File: src/rtl/renkon_core_ctrl_pkg.sv
// Shared constants and state encoding for the renkon_core lane sequencer.
package renkon_core_ctrl_pkg;
   localparam int KSIZE     = 25;
   localparam int FACCUM    = 10;
   localparam int LWIDTH    = 10;
   localparam int NWIDTH    = 12;
   localparam int OUT_PIPE  = 4;
   localparam int DRAIN_LEN = OUT_PIPE + 1;
   localparam int KCW       = $clog2(KSIZE);
   localparam int DCW       = $clog2(DRAIN_LEN);

   typedef enum logic [2:0] {
      S_IDLE, S_WEIGHT, S_ACCUM, S_BIAS, S_OUT, S_DRAIN
   } state_e;

   // Latched limit for a count field; a zero count behaves as one.
   function automatic logic [LWIDTH-1:0] last_of(input logic [LWIDTH-1:0] v);
      return (v == '0) ? '0 : v - 1'b1;
   endfunction
endpackage

File: src/rtl/renkon_ctrl_delay.sv
// Fixed-depth shift register with synchronous active-low clear.
module renkon_ctrl_delay #(
   parameter int WIDTH = 1,
   parameter int DEPTH = 1
) (
   input  logic             clk,
   input  logic             xrst,
   input  logic [WIDTH-1:0] d_i,
   output logic [WIDTH-1:0] q_o
);
   logic [WIDTH-1:0] stage_q [DEPTH];

   always_ff @(posedge clk) begin
      if (!xrst) begin
         for (int i = 0; i < DEPTH; i++) stage_q[i] <= '0;
      end else begin
         stage_q[0] <= d_i;
         for (int i = 1; i < DEPTH; i++) stage_q[i] <= stage_q[i-1];
      end
   end

   assign q_o = stage_q[DEPTH-1];
endmodule

File: src/rtl/renkon_core_ctrl.sv
// Lane sequencer: per input channel load a kernel and accumulate the map,
// then load the bias and stream the map through bias/relu/pool.
module renkon_core_ctrl
   import renkon_core_ctrl_pkg::*;
(
   input  logic              clk,
   input  logic              xrst,
   input  logic              req,
   input  logic [LWIDTH-1:0] n_in,
   input  logic [LWIDTH-1:0] fea_size,
   input  logic [LWIDTH-1:0] pool_size,
   input  logic [NWIDTH-1:0] net_base,
   output logic              ack,
   output logic [NWIDTH-1:0] net_addr,
   output logic              wreg_we,
   output logic              breg_we,
   output logic [FACCUM-1:0] mem_feat_addr,
   output logic [FACCUM-1:0] mem_feat_addr_d1,
   output logic              mem_feat_we,
   output logic              mem_feat_rst,
   output logic              conv_oe,
   output logic              bias_oe,
   output logic              relu_oe,
   output logic              pool_oe,
   output logic              buf_feat_en,
   output logic              pmap_valid
);
   state_e            state_q, state_d;
   logic [NWIDTH-1:0] net_addr_q, net_addr_d;
   logic [KCW-1:0]    kcnt_q, kcnt_d;
   logic [DCW-1:0]    dcnt_q, dcnt_d;
   logic [FACCUM-1:0] faddr_q, faddr_d;
   logic [LWIDTH-1:0] ch_q, ch_d, row_q, row_d, col_q, col_d;
   logic [LWIDTH-1:0] prow_q, prow_d, pcol_q, pcol_d;
   logic [LWIDTH-1:0] nlast_q, nlast_d, flast_q, flast_d, plast_q, plast_d;
   logic              pool_hit;

   always_ff @(posedge clk) begin
      if (!xrst) begin
         state_q    <= S_IDLE;
         net_addr_q <= '0;
         kcnt_q     <= '0;
         dcnt_q     <= '0;
         faddr_q    <= '0;
         ch_q       <= '0;
         row_q      <= '0;
         col_q      <= '0;
         prow_q     <= '0;
         pcol_q     <= '0;
         nlast_q    <= '0;
         flast_q    <= '0;
         plast_q    <= '0;
      end else begin
         state_q    <= state_d;
         net_addr_q <= net_addr_d;
         kcnt_q     <= kcnt_d;
         dcnt_q     <= dcnt_d;
         faddr_q    <= faddr_d;
         ch_q       <= ch_d;
         row_q      <= row_d;
         col_q      <= col_d;
         prow_q     <= prow_d;
         pcol_q     <= pcol_d;
         nlast_q    <= nlast_d;
         flast_q    <= flast_d;
         plast_q    <= plast_d;
      end
   end

   always_comb begin
      state_d    = state_q;
      net_addr_d = net_addr_q;
      kcnt_d     = kcnt_q;
      dcnt_d     = dcnt_q;
      faddr_d    = faddr_q;
      ch_d       = ch_q;
      row_d      = row_q;
      col_d      = col_q;
      prow_d     = prow_q;
      pcol_d     = pcol_q;
      nlast_d    = nlast_q;
      flast_d    = flast_q;
      plast_d    = plast_q;
      unique case (state_q)
         S_IDLE: begin
            if (req) begin
               nlast_d    = last_of(n_in);
               flast_d    = last_of(fea_size);
               plast_d    = last_of(pool_size);
               net_addr_d = net_base;
               ch_d       = '0;
               kcnt_d     = '0;
               state_d    = S_WEIGHT;
            end
         end
         S_WEIGHT: begin
            net_addr_d = net_addr_q + 1'b1;
            kcnt_d     = kcnt_q + 1'b1;
            if (kcnt_q == KCW'(KSIZE - 1)) begin
               kcnt_d  = '0;
               state_d = S_ACCUM;
            end
         end
         S_ACCUM, S_OUT: begin
            // Raster scan; the pool-window counters restart with every row/map wrap.
            faddr_d = faddr_q + 1'b1;
            col_d   = col_q + 1'b1;
            pcol_d  = (pcol_q == plast_q) ? '0 : pcol_q + 1'b1;
            if (col_q == flast_q) begin
               col_d  = '0;
               pcol_d = '0;
               row_d  = row_q + 1'b1;
               prow_d = (prow_q == plast_q) ? '0 : prow_q + 1'b1;
               if (row_q == flast_q) begin
                  row_d   = '0;
                  prow_d  = '0;
                  faddr_d = '0;
                  if (state_q == S_OUT) begin
                     dcnt_d  = '0;
                     state_d = S_DRAIN;
                  end else if (ch_q == nlast_q) begin
                     state_d = S_BIAS;
                  end else begin
                     ch_d    = ch_q + 1'b1;
                     state_d = S_WEIGHT;
                  end
               end
            end
         end
         S_BIAS: state_d = S_OUT;
         S_DRAIN: begin
            dcnt_d = dcnt_q + 1'b1;
            if (dcnt_q == DCW'(DRAIN_LEN - 1)) state_d = S_IDLE;
         end
         default: state_d = S_IDLE;
      endcase
   end

   assign pool_hit      = (prow_q == plast_q) && (pcol_q == plast_q);
   assign ack           = (state_q == S_IDLE);
   assign net_addr      = net_addr_q;
   assign mem_feat_addr = faddr_q;

   // One-cycle memory read latency for weights, bias and accumulator writes.
   renkon_ctrl_delay #(.WIDTH(4), .DEPTH(1)) u_mem_dly (
      .clk  (clk),
      .xrst (xrst),
      .d_i  ({state_q == S_WEIGHT, state_q == S_ACCUM,
              (state_q == S_ACCUM) && (ch_q == '0), state_q == S_BIAS}),
      .q_o  ({wreg_we, mem_feat_we, mem_feat_rst, breg_we})
   );

   renkon_ctrl_delay #(.WIDTH(FACCUM), .DEPTH(1)) u_addr_dly (
      .clk  (clk),
      .xrst (xrst),
      .d_i  (faddr_q),
      .q_o  (mem_feat_addr_d1)
   );

   logic oe_pipe   [OUT_PIPE+1];
   logic pool_pipe [OUT_PIPE+1];

   assign oe_pipe[0]   = (state_q == S_OUT);
   assign pool_pipe[0] = (state_q == S_OUT) && pool_hit;

   generate
      for (genvar gi = 0; gi < OUT_PIPE; gi++) begin : g_out_pipe
         renkon_ctrl_delay #(.WIDTH(2), .DEPTH(1)) u_stage (
            .clk  (clk),
            .xrst (xrst),
            .d_i  ({oe_pipe[gi], pool_pipe[gi]}),
            .q_o  ({oe_pipe[gi+1], pool_pipe[gi+1]})
         );
      end
   endgenerate

   renkon_ctrl_delay #(.WIDTH(1), .DEPTH(1)) u_pmap_dly (
      .clk  (clk),
      .xrst (xrst),
      .d_i  (pool_pipe[OUT_PIPE]),
      .q_o  (pmap_valid)
   );

   assign conv_oe     = oe_pipe[1];
   assign bias_oe     = oe_pipe[2];
   assign relu_oe     = oe_pipe[3];
   assign buf_feat_en = oe_pipe[4];
   assign pool_oe     = pool_pipe[OUT_PIPE];
endmodule

File: config.mk
export PLATFORM = sky130hd
export DESIGN_NAME = renkon_core_ctrl
export DESIGN_NICKNAME = d
export VERILOG_FILES = /design/src/rtl/renkon_core_ctrl_pkg.sv /design/src/rtl/renkon_ctrl_delay.sv /design/src/rtl/renkon_core_ctrl.sv
export SDC_FILE = /design/constraint.sdc
export NUM_CORES = 1
export LEC_CHECK = 0
export ABC_AREA = 1
export BUFFER_PORTS_ARGS = -buffer_cell sky130_fd_sc_hd__buf_2
export CAP_MARGIN = 20
export CORE_MARGIN = 2
export CORE_UTILIZATION = 63
export DETAILED_ROUTE_END_ITERATION = 8
export HOLD_SLACK_MARGIN = 0.08
export PLACE_DENSITY = 0.95
export SETUP_SLACK_MARGIN = 0.02
export SLEW_MARGIN = 30
export SYNTH_ARGS = -nofsm -noshare
export SYNTH_HDL_FRONTEND = slang
export SYNTH_SLANG_ARGS = --single-unit
File: constraint.sdc
create_clock -name clk -period 3.9 [get_ports clk]
set_clock_uncertainty 0.1 [all_clocks]
set_input_delay 0.39 -clock clk [delete_from_list [all_inputs] [get_ports clk]]
set_output_delay 0.39 -clock clk [all_outputs]
set_load 0.005 [all_outputs]
==> out/metrics.cfg <==
[yosys]
synth_top_area_share_pct = 37.0
ys_async_sr_fraction_pct = 0
netlist_instances = 1108
syn-num-nets = 1168
synth.top_cells.by_area = dfxtp_1, nand2_1, inv_1, nor2_1, a21oi_1
synth_flop_cell = dfxtp_1
synth.ff_latch_count = 136
synth_edf_count = 0
post_synth_num_cell_types = 40
yosysTopAreaCell = dfxtp_1
ys_seq_area_share_pct = 37.0
ys_warn_count = 0
syn_area_um2 = 7360
syn_avg_cell_area_um2 = 6.64

[worst_setup_path]
reg2reg_from = state_q[2]$_SDFFE_PN0P_
required_ns = 4.15
critPathLaunchType = flop
worstPathArrival_ns = 2.69
r2r_setup_slack_ns = 1.46
critPathMostFrequentCell = inv_2
worst_r2r_endpoint = pcol_q[3]$_SDFFE_PN0P_
cp_slowest_stage_delay_ns = 0.63
crit_chain = inv_2, nor2_2, nand2_2, nand2_4, inv_2, nor2_1, nand4_1, a21oi_1
critical_path_class = flop to flop
slowest_stage = nor2_1
worst_r2r_path_depth = 8
endpoint_kind = flop
cp_max_fo = 24

[place]
dpl.hpwl_um = 12300
place_ws_ns = 1.56
place_congestion = 0.911
dp_cells = 1310
io_buffers = 87

[clock_tree]
cts-resized-gates = 0
htree_levels = 4
cts_setup_buffers = 0
clock_path_buffers = 2
cts_made_buffers = 17
cts.sinks = 136
clock_latency_ns = 0.43
clkTransAtPathRegs_ns = 0.06
cts_tree = yes
hold_buffers = 0
cts-root-buf = clkbuf_16

[grt]
grt-ovfl-total = 0
grt_pass1_vias = 6822
antenna_found_initial = 0
grt_max_degree = 63
grt_first_pass_wirelength_um = 30000
grtUsageTotal_pct = 28.8

[floorplan]
die_w_um = 112
design.die.area_um2 = 12600
num_rows = 39
core_um2 = 11400
ioPinCount = 88
chipHeight_um = 112
initial_core_util_pct = 64.4

[power]
power.leakage_nw = 3.79
peakVddDrop_mv = 0.435
power.density_nw_per_um2 = 581

[layout]
syn_to_final_growth_pct = 13.6
antenna_cells = 0
mostFrequentLayoutCells = nand2_1, inv_1, dfxtp_1
nets = 1246
layoutNonFillerInstCount = 1342
drive_gt1_share_pct = 14.7
layout_commonest_cell = nand2_1
post-route-util_pct = 73.2

[hold_path]
hold_path_depth = 3
hp-class = input pin to flop
min_from = net_base[5]
hold_end = net_addr[5]$_SDFFE_PN0P_

[sta]
grt_setup_unrepaired = false
tightest_slew_ns = 0.735
finalSetupTns_ns = 0
maxSlewHeadroom_pct = 50.8
fin_crit_ns = 2.44
hold_ws_ns = 0.132
finalSetupViolCount = 0
drv_slew = 0
finalHoldViolations = 0
fmax_mhz = 410
fin_ws_ns = 1.46
timing.final.crit_share_pct = 62.5

[flow_run]
max_cap_violations = 0

[route]
drcViolationCount = 0
viasPerCell = 5.52
routed_wl_um = 17800
vias = 7413
dr.first_iter.drc_count = 635
wire_per_inst_um = 13.3
first_pass_iters = 7
antenna_left = 0

[status]
status = finished clean

sequential cells by signal, summed over array words and instances, names as in the netlist:
name,flops
net_addr,12
flast_q,10
col_q,10
pcol_q,10
u_pmap_dly.stage_q,1
u_mem_dly.stage_q,4
kcnt_q,5
plast_q,10
row_q,10
u_addr_dly.stage_q,10
g_out_pipe.u_stage.stage_q,8
dcnt_q,3
prow_q,10
ch_q,10
state_q,3
nlast_q,10
mem_feat_addr,10
worst max-delay path: cells and delay by family, from the launching register on:
family                 cells  cell delay [ns]
buffers and inverters      2             0.31
AOI/OAI and AO/OA          1             0.19
and+or+nand+nor            5             1.37
DFF                        1             0.38
synthesized netlist by cell type, drive strengths merged (6+ instances only):
library cell,count
a21oi,83
buf,18
clkbuf,11
dfxtp,136
ha,15
inv,154
nand2,314
nand3,71
nand4,11
nor2,133
nor3,28
nor4,6
o21ai,39
o22ai,7
or2,13
xnor2,24
xor2,24
per-stage QoR:
stage | total power [mW] | cell area (µm²)
floorplan | 3.00 | 7360
global placement | 3.30 | 7810
detailed placement | 3.35 | 7810
CTS | 4.82 | 8350
global route | 5.13 | 8350
finish | 4.85 | 8350
kinds of logic after synthesis:
kind of cell / after synthesis / synth area share, %
DFF: 136 / 37.0
and+or+nand+nor: 581 / 34.0
AOI/OAI and AO/OA: 144 / 10.5
buffers and inverters: 184 / 10.2
adders and majority gates: 15 / 2.55
xor gates and xnor gates: 48 / 5.72
worst max-delay path by stage:
stage | from | to | slack (ns) | cells past startpoint
3_5_place_dp | state_q[2]$_SDFFE_PN0P_ | pcol_q[7]$_SDFFE_PN0P_ | 1.56 | 10
6_report | state_q[2]$_SDFFE_PN0P_ | pcol_q[3]$_SDFFE_PN0P_ | 1.46 | 8
5_1_grt | state_q[1]$_SDFFE_PN0P_ | ch_q[3]$_SDFFE_PN0P_ | 1.28 | 11
4_1_cts | state_q[1]$_SDFFE_PN0P_ | ch_q[3]$_SDFFE_PN0P_ | 1.51 | 11
2_1_floorplan | n_in[0] | nlast_q[9]$_SDFFE_PN0P_ | 2.09 | 10
3_3_place_gp | state_q[1]$_SDFFE_PN0P_ | ch_q[4]$_SDFFE_PN0P_ | 1.65 | 11
where the power goes:
group	switching, mW	internal [mW]
combinational	1.09	0.516
clock	0.639	0.830
sequential	0.210	1.56
cell type report:
class                           instances  area, µm²
Sequential cell                       136       2720
Multi-Input combinational cell        788       3880
Inverter                              155        586
Clock buffer                           19        443
Tap cell                              143        179
Clock inverter                         13       97.6
Timing Repair Buffer                   88        443
Fill cell                             894       3060
per-layer routing:
| layer | global-route usage, % | wire, µm | vias to the layer above |
|---|---|---|---|
| li1 | - | - | 3655 |
| met3 | 7.02 | 1400 | 52 |
| met5 | 0 | 0 | - |
| met2 | 48.8 | 8450 | 337 |
| met1 | 35.6 | 7500 | 3369 |
| met4 | 11.2 | 444 | 0 |
(Power assumes the default switching activity.)
